### src/rtl/demux_1a4_16bits_pkg.sv
// Shared definitions for the 1-to-4 demultiplexer: default data width,
// channel count, 2-bit channel codes and the per-channel slot state.
// No ports. Optional feature macro used by the top: DEMUX_BROADCAST_EN.
package demux_1a4_16bits_pkg;

  localparam int DEF_DATA_W = 16;
  localparam int NUM_CH     = 4;

  // IN_SEL encoding
  localparam logic [1:0] CH_A = 2'd0;
  localparam logic [1:0] CH_B = 2'd1;
  localparam logic [1:0] CH_C = 2'd2;
  localparam logic [1:0] CH_D = 2'd3;

  typedef enum logic {
    EMPTY = 1'b0,
    FULL  = 1'b1
  } slot_state_e;

endpackage

### src/rtl/demux_1a4_16bits_slot.sv
// Purpose : one-word holding register for a single demux output channel.
// Latency : 1 cycle from load_i to valid_o; drain frees the slot at the same edge.
// Backpres: free_o is high when empty or draining this cycle, so a load can overlap a drain.
// Ports   : clk_i/rst_n_i (async active-low), load_i + data_i (write),
//           drain_rdy_i (downstream ready), valid_o/data_o (held word), free_o.
module demux_slot
  import demux_1a4_16bits_pkg::*;
#(
  parameter int DATA_W = DEF_DATA_W
) (
  input  logic              clk_i,
  input  logic              rst_n_i,
  input  logic              load_i,
  input  logic [DATA_W-1:0] data_i,
  input  logic              drain_rdy_i,
  output logic              valid_o,
  output logic [DATA_W-1:0] data_o,
  output logic              free_o
);

  slot_state_e       state_q, state_d;
  logic [DATA_W-1:0] data_q, data_d;

  // Load wins over drain: a simultaneous load+drain keeps the slot FULL with
  // the new word. The data register is only written on a load, so the last
  // word stays visible after a drain.
  always_comb begin
    state_d = state_q;
    data_d  = data_q;
    if (load_i) begin
      state_d = FULL;
      data_d  = data_i;
    end else if ((state_q == FULL) && drain_rdy_i) begin
      state_d = EMPTY;
    end
  end

  always_ff @(posedge clk_i or negedge rst_n_i) begin
    if (!rst_n_i) begin
      state_q <= EMPTY;
      data_q  <= '0;
    end else begin
      state_q <= state_d;
      data_q  <= data_d;
    end
  end

  assign valid_o = (state_q == FULL);
  assign data_o  = data_q;
  assign free_o  = (state_q == EMPTY) || drain_rdy_i;

endmodule

### src/rtl/demux_1a4_16bits.sv
// Purpose : routes one upstream word per cycle into one of four one-word channel slots.
// Latency : 1 cycle from accepted IN_DATA to VALID_x/OUT_x.
// Backpres: IN_READY is combinational from the addressed slot (empty or draining);
//           a blocked channel stalls only words addressed to it.
// Ports   : CLK, RST_N (async active-low); IN_DATA/IN_SEL/IN_VALID/IN_READY upstream;
//           OUT_x/VALID_x/READY_x per channel A..D.
// Macro   : DEMUX_BROADCAST_EN adds IN_BCAST, which writes all four slots at once.
module demux_1a4_16bits
  import demux_1a4_16bits_pkg::*;
#(
  parameter int DATA_W = DEF_DATA_W
) (
  input  logic              CLK,
  input  logic              RST_N,
  input  logic [DATA_W-1:0] IN_DATA,
  input  logic [1:0]        IN_SEL,
  input  logic              IN_VALID,
`ifdef DEMUX_BROADCAST_EN
  input  logic              IN_BCAST,
`endif
  output logic              IN_READY,
  output logic [DATA_W-1:0] OUT_A,
  output logic [DATA_W-1:0] OUT_B,
  output logic [DATA_W-1:0] OUT_C,
  output logic [DATA_W-1:0] OUT_D,
  output logic              VALID_A,
  output logic              VALID_B,
  output logic              VALID_C,
  output logic              VALID_D,
  input  logic              READY_A,
  input  logic              READY_B,
  input  logic              READY_C,
  input  logic              READY_D
);

  logic [NUM_CH-1:0] rdy_vec;
  logic [NUM_CH-1:0] vld_vec;
  logic [NUM_CH-1:0] free_vec;
  logic [NUM_CH-1:0] sel_vec;
  logic [NUM_CH-1:0] load_vec;
  logic [DATA_W-1:0] dat_arr [NUM_CH];

  assign rdy_vec = {READY_D, READY_C, READY_B, READY_A};

  // One-hot target mask; broadcast targets every slot and ignores IN_SEL.
  always_comb begin
    sel_vec         = '0;
    sel_vec[IN_SEL] = 1'b1;
`ifdef DEMUX_BROADCAST_EN
    if (IN_BCAST) begin
      sel_vec = '1;
    end
`endif
  end

  // Ready depends only on the targeted slots, never on IN_VALID.
`ifdef DEMUX_BROADCAST_EN
  assign IN_READY = IN_BCAST ? (&free_vec) : free_vec[IN_SEL];
`else
  assign IN_READY = free_vec[IN_SEL];
`endif

  assign load_vec = sel_vec & {NUM_CH{IN_VALID && IN_READY}};

  for (genvar g = 0; g < NUM_CH; g++) begin : g_slot
    demux_slot #(
      .DATA_W (DATA_W)
    ) u_slot (
      .clk_i       (CLK),
      .rst_n_i     (RST_N),
      .load_i      (load_vec[g]),
      .data_i      (IN_DATA),
      .drain_rdy_i (rdy_vec[g]),
      .valid_o     (vld_vec[g]),
      .data_o      (dat_arr[g]),
      .free_o      (free_vec[g])
    );
  end

  assign OUT_A   = dat_arr[CH_A];
  assign OUT_B   = dat_arr[CH_B];
  assign OUT_C   = dat_arr[CH_C];
  assign OUT_D   = dat_arr[CH_D];
  assign VALID_A = vld_vec[CH_A];
  assign VALID_B = vld_vec[CH_B];
  assign VALID_C = vld_vec[CH_C];
  assign VALID_D = vld_vec[CH_D];

endmodule
### config.mk
export PLATFORM = sky130hd
export DESIGN_NAME = demux_1a4_16bits
export DESIGN_NICKNAME = d
export VERILOG_FILES = /design/src/rtl/demux_1a4_16bits_pkg.sv /design/src/rtl/demux_1a4_16bits_slot.sv /design/src/rtl/demux_1a4_16bits.sv
export SDC_FILE = /design/constraint.sdc
export NUM_CORES = 1
export LEC_CHECK = 0
export CORE_UTILIZATION = 40
export DETAILED_ROUTE_END_ITERATION = 6
export PLACE_DENSITY = 0.75
export SETUP_SLACK_MARGIN = 0.05
export SYNTH_ARGS = -nofsm -noshare
export SYNTH_HDL_FRONTEND = slang
export SYNTH_SLANG_ARGS = --single-unit
### constraint.sdc
create_clock -name CLK -period 1.45 [get_ports CLK]
set_input_delay 0.29 -clock CLK [delete_from_list [all_inputs] [get_ports CLK]]
set_output_delay 0.29 -clock CLK [all_outputs]
set_load 0.01 [all_outputs]
==> results_dict.tcl, run 1 <==
set metrics [dict create \
    status "complete, but fails checks" \
    violations "DRC, setup timing" \
    clkSinkCount 68 \
    timing.final.crit_period_ns 1.72 \
    max-cap-violations 0 \
    crit_type "reg2out" \
    reg2reg_to "g_slot[1].u_slot.data_o[1]" \
    cts_buffer_depth 2 \
    setup_ws_ns -0.270 \
    start_util_pct 41.9 \
    drive_above_1_share_pct 43.4 \
    synth_fp_nets 181 \
    rsz0062_at_grt "true" \
    hold_end "g_slot[3].u_slot.valid_o" \
    end_kind "output pin" \
    worstMarginPinSlew_ns 0.361 \
    grtUsageTotal_pct 19.0 \
    area_growth_pct 59.3 \
    netlist_area_um2 2690 \
    wl_per_cell_um 17.4 \
    final_cell_mix "71 x dlygate4sd2_1, 68 x dfrtp_1, 48 x mux2_4" \
    ys_types 17 \
    grt_overflow_total 0 \
    dieArea_um2 7050 \
    seq_area_frac_synth_pct 63.3 \
    cts_tree "built" \
    finish.net_count 307 \
    setup_viol 40 \
    die_w_um 84.0 \
    worstSetupStartpointType "register" \
    drc 12 \
    powerDensity_nw_per_um2 1310 \
    vias 1765 \
    avgSynthCellArea_um2 17.2 \
    hpwl_um 3820 \
    diodes 0 \
    clkPwrFrac_pct 27.7 \
    num_rows 29 \
    htreeDepth 3 \
    die_h_um 84.0 \
    grt_pass1_vias 1884 \
    seqPwrFrac_pct 44.3 \
    finalMaxSlewViolations 0 \
    io_buffers 93 \
    min_from "IN_VALID" \
    cts-buffers-inserted 9 \
    place_congestion 0.728 \
    crit-reg2reg-launch "g_slot[1].u_slot.valid_o" \
    ioPinCount 94 \
    ir_worst_vdd_v 0.000979 \
    p_sw_share_pct 26.4 \
    fin_crit_sh_pct 119 \
    utilization_pct 66.7 \
    drt_iter0_drc 92 \
    intPower_w 0.00413 \
    grt_pass1_wl_um 10200 \
    synth-seq-cells 68 \
    ff2ff_setup_slack_ns -0.22 \
    grt_antenna_before_repair 0 \
    p_leak_nw 2.09 \
    hold_viol 0 \
    netlist_instances 156 \
    ys.warnings.count 0 \
    dpl_cell_area_um2 3830 \
    reg2reg_depth 6 \
    slew_headroom_pct 75.9 \
    min_delay_path_depth 3 \
    ant_nets 0 \
    finClkSkew_ns 0.0101 \
    wirelength_um 6300 \
    slowest_stage "mux4_2" \
    cp_slowest_stage_delay_ns 0.47 \
    max_freq_mhz 581 \
    routed_via_density 4.86 \
    crit_chain "nand2b_4 > mux4_2 > buf_6" \
    dr.pass1.iters 6 \
    clk_latency_ns 0.33 \
    clkTransAtPathRegs_ns 0.07 \
    critPathRequiredTime_ns 1.16 \
    arrival_ns 1.43 \
    final_common_cell "dlygate4sd2_1" \
    grt_max_degree 69 \
    worstHoldPathType "in2reg" \
    crit_fanout 2 \
    ctsRootBufferMaster "clkbuf_8" \
    design.core.area_um2 6420 \
    pwr-share-comb_pct 28.0 \
    final_area_um2 4280 \
    p_sw_w 0.00148 \
]
-- cells in the mapped netlist (all sizes together) --
| library cell | n | area [um2] |
|---|---|---|
| nand3 | 1 | 5.00 |
| dfrtp | 68 | 1700 |
| and3 | 1 | 11.3 |
| mux4 | 1 | 26.3 |
| o21ai | 1 | 5.00 |
| mux2 | 64 | 766 |
| nand2 | 5 | 21.3 |
| nor3b | 1 | 18.8 |
| nand2b | 4 | 25.0 |
| nand3b | 1 | 20.0 |
| nor2b | 2 | 20.0 |
| buf | 7 | 68.8 |
-- how the worst max path moves through the flow --
stage / startpoint / to / slack (ns)
2_1_floorplan: g_slot[1].u_slot.valid_o / g_slot[1].u_slot.data_o[10] / -0.004
3_3_place_gp: IN_SEL[1] / IN_READY / -0.65
3_5_place_dp: READY_C / IN_READY / -0.65
4_1_cts: g_slot[3].u_slot.valid_o / IN_READY / -0.26
5_1_grt: g_slot[1].u_slot.valid_o / IN_READY / -0.32
6_report: g_slot[1].u_slot.valid_o / IN_READY / -0.27
-- layout make-up --
cell class	count	area [um2]
clock buffers	11	151
clock inverters	4	48.8
fillers	490	2140
multi-input cells	81	1090
flip-flops and latches	68	1700
well taps	77	96.3
repair buffers	122	1190
-- sequential cells by signal (all words and copies together) (netlist names) --
| name | count |
|---|---|
| g_slot.u_slot.data_o | 64 |
| g_slot.u_slot.valid_o | 4 |
-- kinds of logic after synthesis --
logic type	Yosys count	share of synthesized area (%)
DFF	68	63.3
buffers and inverters	7	2.56
AOI/OAI and AO/OA	1	0.186
and+or+nand+nor	15	4.51
muxes	65	29.5
-- metal layers --
layer	up-vias	routed length (um)	track usage, %
met2	61	3010	29.1
met1	897	2860	25.8
met4	0	73	6.74
met5	-	0	0
li1	799	-	-
met3	8	358	5.44
-- critical path, delay by kind of cell, from the launching register on --
kind,cells,cell delay [ns]
and+or+nand+nor,1,0.08
DFF,1,0.42
muxes,1,0.47
buffers and inverters,1,0.14
-- metrics by stage --
stage	total power [W]	hold slack (ns)	cells	setup TNS (ns)	setup slack (ns)
2_1_floorplan	0.00314	-0.00559	156	-0.0433	-0.00433
3_3_place_gp	0.00415	0.338	336	-24.30	-0.655
3_5_place_dp	0.00419	0.340	336	-24.82	-0.654
4_1_cts	0.00564	0.419	359	-0.273	-0.256
5_1_grt	0.00589	0.439	363	-6.38	-0.319
6_report	0.00561	0.449	363	-4.66	-0.270
-- power by group through the flow --
stage,sequential [W],combinational [W],clock [W]
after detailed placement,0.00252,0.00166,0
after CTS,0.00248,0.00157,0.00159
after global routing,0.00254,0.00167,0.00168
after global placement,0.00251,0.00164,0
after floorplan,0.00269,0.000453,0
final,0.00249,0.00157,0.00155
-- repair_timing --
item                       in CTS  in global routing
pin swaps                       0                  0
setup endpoints to repair     117                 50
hold buffers                    1                  0
gates resized for setup       134                 12
hold endpoints to repair       68                  0
setup buffers                   7                  6
gates cloned                    2                  1
Power figures use the tool's default switching activity.
==> inputs of run 2 (changes only) <==
Settings changed: TNS_END_PERCENT from default to 30.
==> run 2 against run 1 <==
The flow still finishes with violations (DRC, setup timing). Worst setup slack improved by 0.014 ns. Sequential share of layout area rose by 1.0 points. Design area is 2.5% lower. Clock skew fell by 0.0055 ns. Non-clock buffer count shrank 8. Fmax grew 0.80%. Core utilization down 1.7 points. Wire length increased by 1.1%. Cell count decreased by 1.9%. Critical endpoint unchanged. Largest cell class unchanged.
==> results_dict.tcl, run 2 (synthesized netlist as in run 1, its figures left out) <==
set metrics [dict create \
    finalMaxSlewViolations 0 \
    ant_nets 0 \
    io_buffers 93 \
    fin_setup_tns_ns -1.16 \
    grt_max_degree 69 \
    cts_buffer_depth 2 \
    cts_tree "built" \
    place_congestion 0.719 \
    drive_above_1_share_pct 40.9 \
    fin_crit_sh_pct 118 \
    cts-buffers-inserted 9 \
    dieArea_um2 7050 \
    met1_length_um 2890 \
    dr.pass1.iters 6 \
    violations "DRC, setup timing" \
    diodes 0 \
    status "complete, but fails checks" \
    routed_via_density 4.86 \
    arrival_ns 1.42 \
    grtUsageTotal_pct 19.5 \
    design.core.area_um2 6420 \
    drt_iter0_drc 58 \
    p_leak_nw 2.04 \
    clkTransAtPathRegs_ns 0.07 \
    ctsRootBufferMaster "clkbuf_8" \
    die_h_um 84.0 \
    utilization_pct 65.0 \
    grt_pass1_wl_um 10300 \
    routed-wl-met2_um 3060 \
    htreeDepth 3 \
    ir_worst_vdd_v 0.000663 \
    hpwl_um 3990 \
    highest_layer "met4" \
    clkSinkCount 68 \
    worstSetupStartpointType "register" \
    grt_antenna_before_repair 0 \
    vias 1731 \
    max-cap-violations 0 \
    ioPinCount 94 \
    area_growth_pct 55.3 \
    num_rows 29 \
    crit_type "reg2out" \
    drc 12 \
    grt_overflow_total 0 \
    hold_viol 0 \
    setup_viol 33 \
    end_kind "output pin" \
    wl_per_cell_um 17.9 \
    final_cell_mix "72 x dlygate4sd2_1, 68 x dfrtp_1, 48 x mux2_4" \
    grt_pass1_vias 1846 \
    start_util_pct 41.9 \
    worstHoldPathType "in2reg" \
    pre_cts_slack_ns -0.690 \
    finish.net_count 299 \
    max_freq_mhz 586 \
    die_w_um 84.0 \
    fillers 508 \
    timing.final.crit_period_ns 1.71 \
    powerDensity_nw_per_um2 1300 \
    wirelength_um 6370 \
    worstMarginPinSlew_ns 0.356 \
    largest_reg_flops 64 \
    wl_met3_um 309 \
    crit_fanout 2 \
    final_common_cell "dlygate4sd2_1" \
    setup_ws_ns -0.257 \
    rsz0062_at_grt "true" \
    finClkSkew_ns 0.00460 \
    clk_latency_ns 0.34 \
    critPathRequiredTime_ns 1.16 \
    slew_headroom_pct 76.2 \
]
-- run 2: cell count changes in the layout (fill, tap and decap cells not counted), sizes merged --
cell / delta
clkbuf: +1
dlymetal6s2s: +2
bufinv: -1
clkdlybuf4s50: -1
clkinvlp: +2
dlygate4sd2: +1
buf: -11
-- run 2: area by class of cell --
cell class / instances / area [um2] / share of cell area [%]
timing repair buffer: 114 / 1110 / 26.5
clock buffer: 11 / 141 / 3.39
multi-input combinational: 81 / 1090 / 26.2
sequential: 68 / 1700 / 40.7
clock inverter: 5 / 37.5 / 0.899
tap: 77 / 96.3 / 2.31
-- run 2: metal layers --
| layer | vias to the layer above | GRT usage, % |
|---|---|---|
| li1 | 784 | - |
| met1 | 887 | 26.2 |
| met2 | 51 | 29.9 |
| met3 | 9 | 4.65 |
| met4 | 0 | 8.93 |
| met5 | - | 0 |
-- run 2: worst paths after layout --
kind	startpoint	to	slack [ns]	cells after the start
setup / recovery	g_slot[2].u_slot.valid_o	IN_READY	-0.26	3
hold reg to reg	g_slot[0].u_slot.data_o[6]	g_slot[0].u_slot.data_o[6]	0.50	1
setup reg to reg	g_slot[2].u_slot.valid_o	g_slot[2].u_slot.data_o[5]	-0.04	6
max in group asynchronous	RST_N	g_slot[0].u_slot.data_o[1]	0.66	3
hold / removal	READY_B	g_slot[1].u_slot.valid_o	0.38	4
min in group asynchronous	RST_N	g_slot[3].u_slot.data_o[13]	0.50	3
-- run 2: report_power, final --
| part | internal (W) | switching, W | total [W] |
|---|---|---|---|
| clock | 0.000670 | 0.000720 | 0.00139 |
| combinational | 0.000945 | 0.000601 | 0.00155 |
| sequential | 0.00228 | 0.000207 | 0.00249 |
| total | 0.00390 | 0.00153 | 0.00543 |
-- run 2: worst max-delay path: stages, from the launching register on --
cell,delay (ns)
dfrtp_1,0.41
nand2b_4,0.08
mux4_2,0.46
buf_6,0.14
-- run 2: what timing repair did --
item                                   CTS  global route
setup buffers                            0             2
endpoints found under the hold margin   68             0
hold buffers                             1             0
cloned                                   2             0
gates resized for setup                101            34
setup endpoints to repair              133            49
-- run 2: stage by stage --
step / hold slack [ns] / total power [W] / cell area (um2) / cells
detailed placement: 0.342 / 0.00419 / 3820 / 336
global placement: 0.338 / 0.00415 / 3820 / 336
CTS: 0.413 / 0.00538 / 4050 / 355
floorplan: -0.00559 / 0.00314 / 2690 / 156
finish: 0.383 / 0.00543 / 4180 / 356
global route: 0.397 / 0.00574 / 4180 / 356
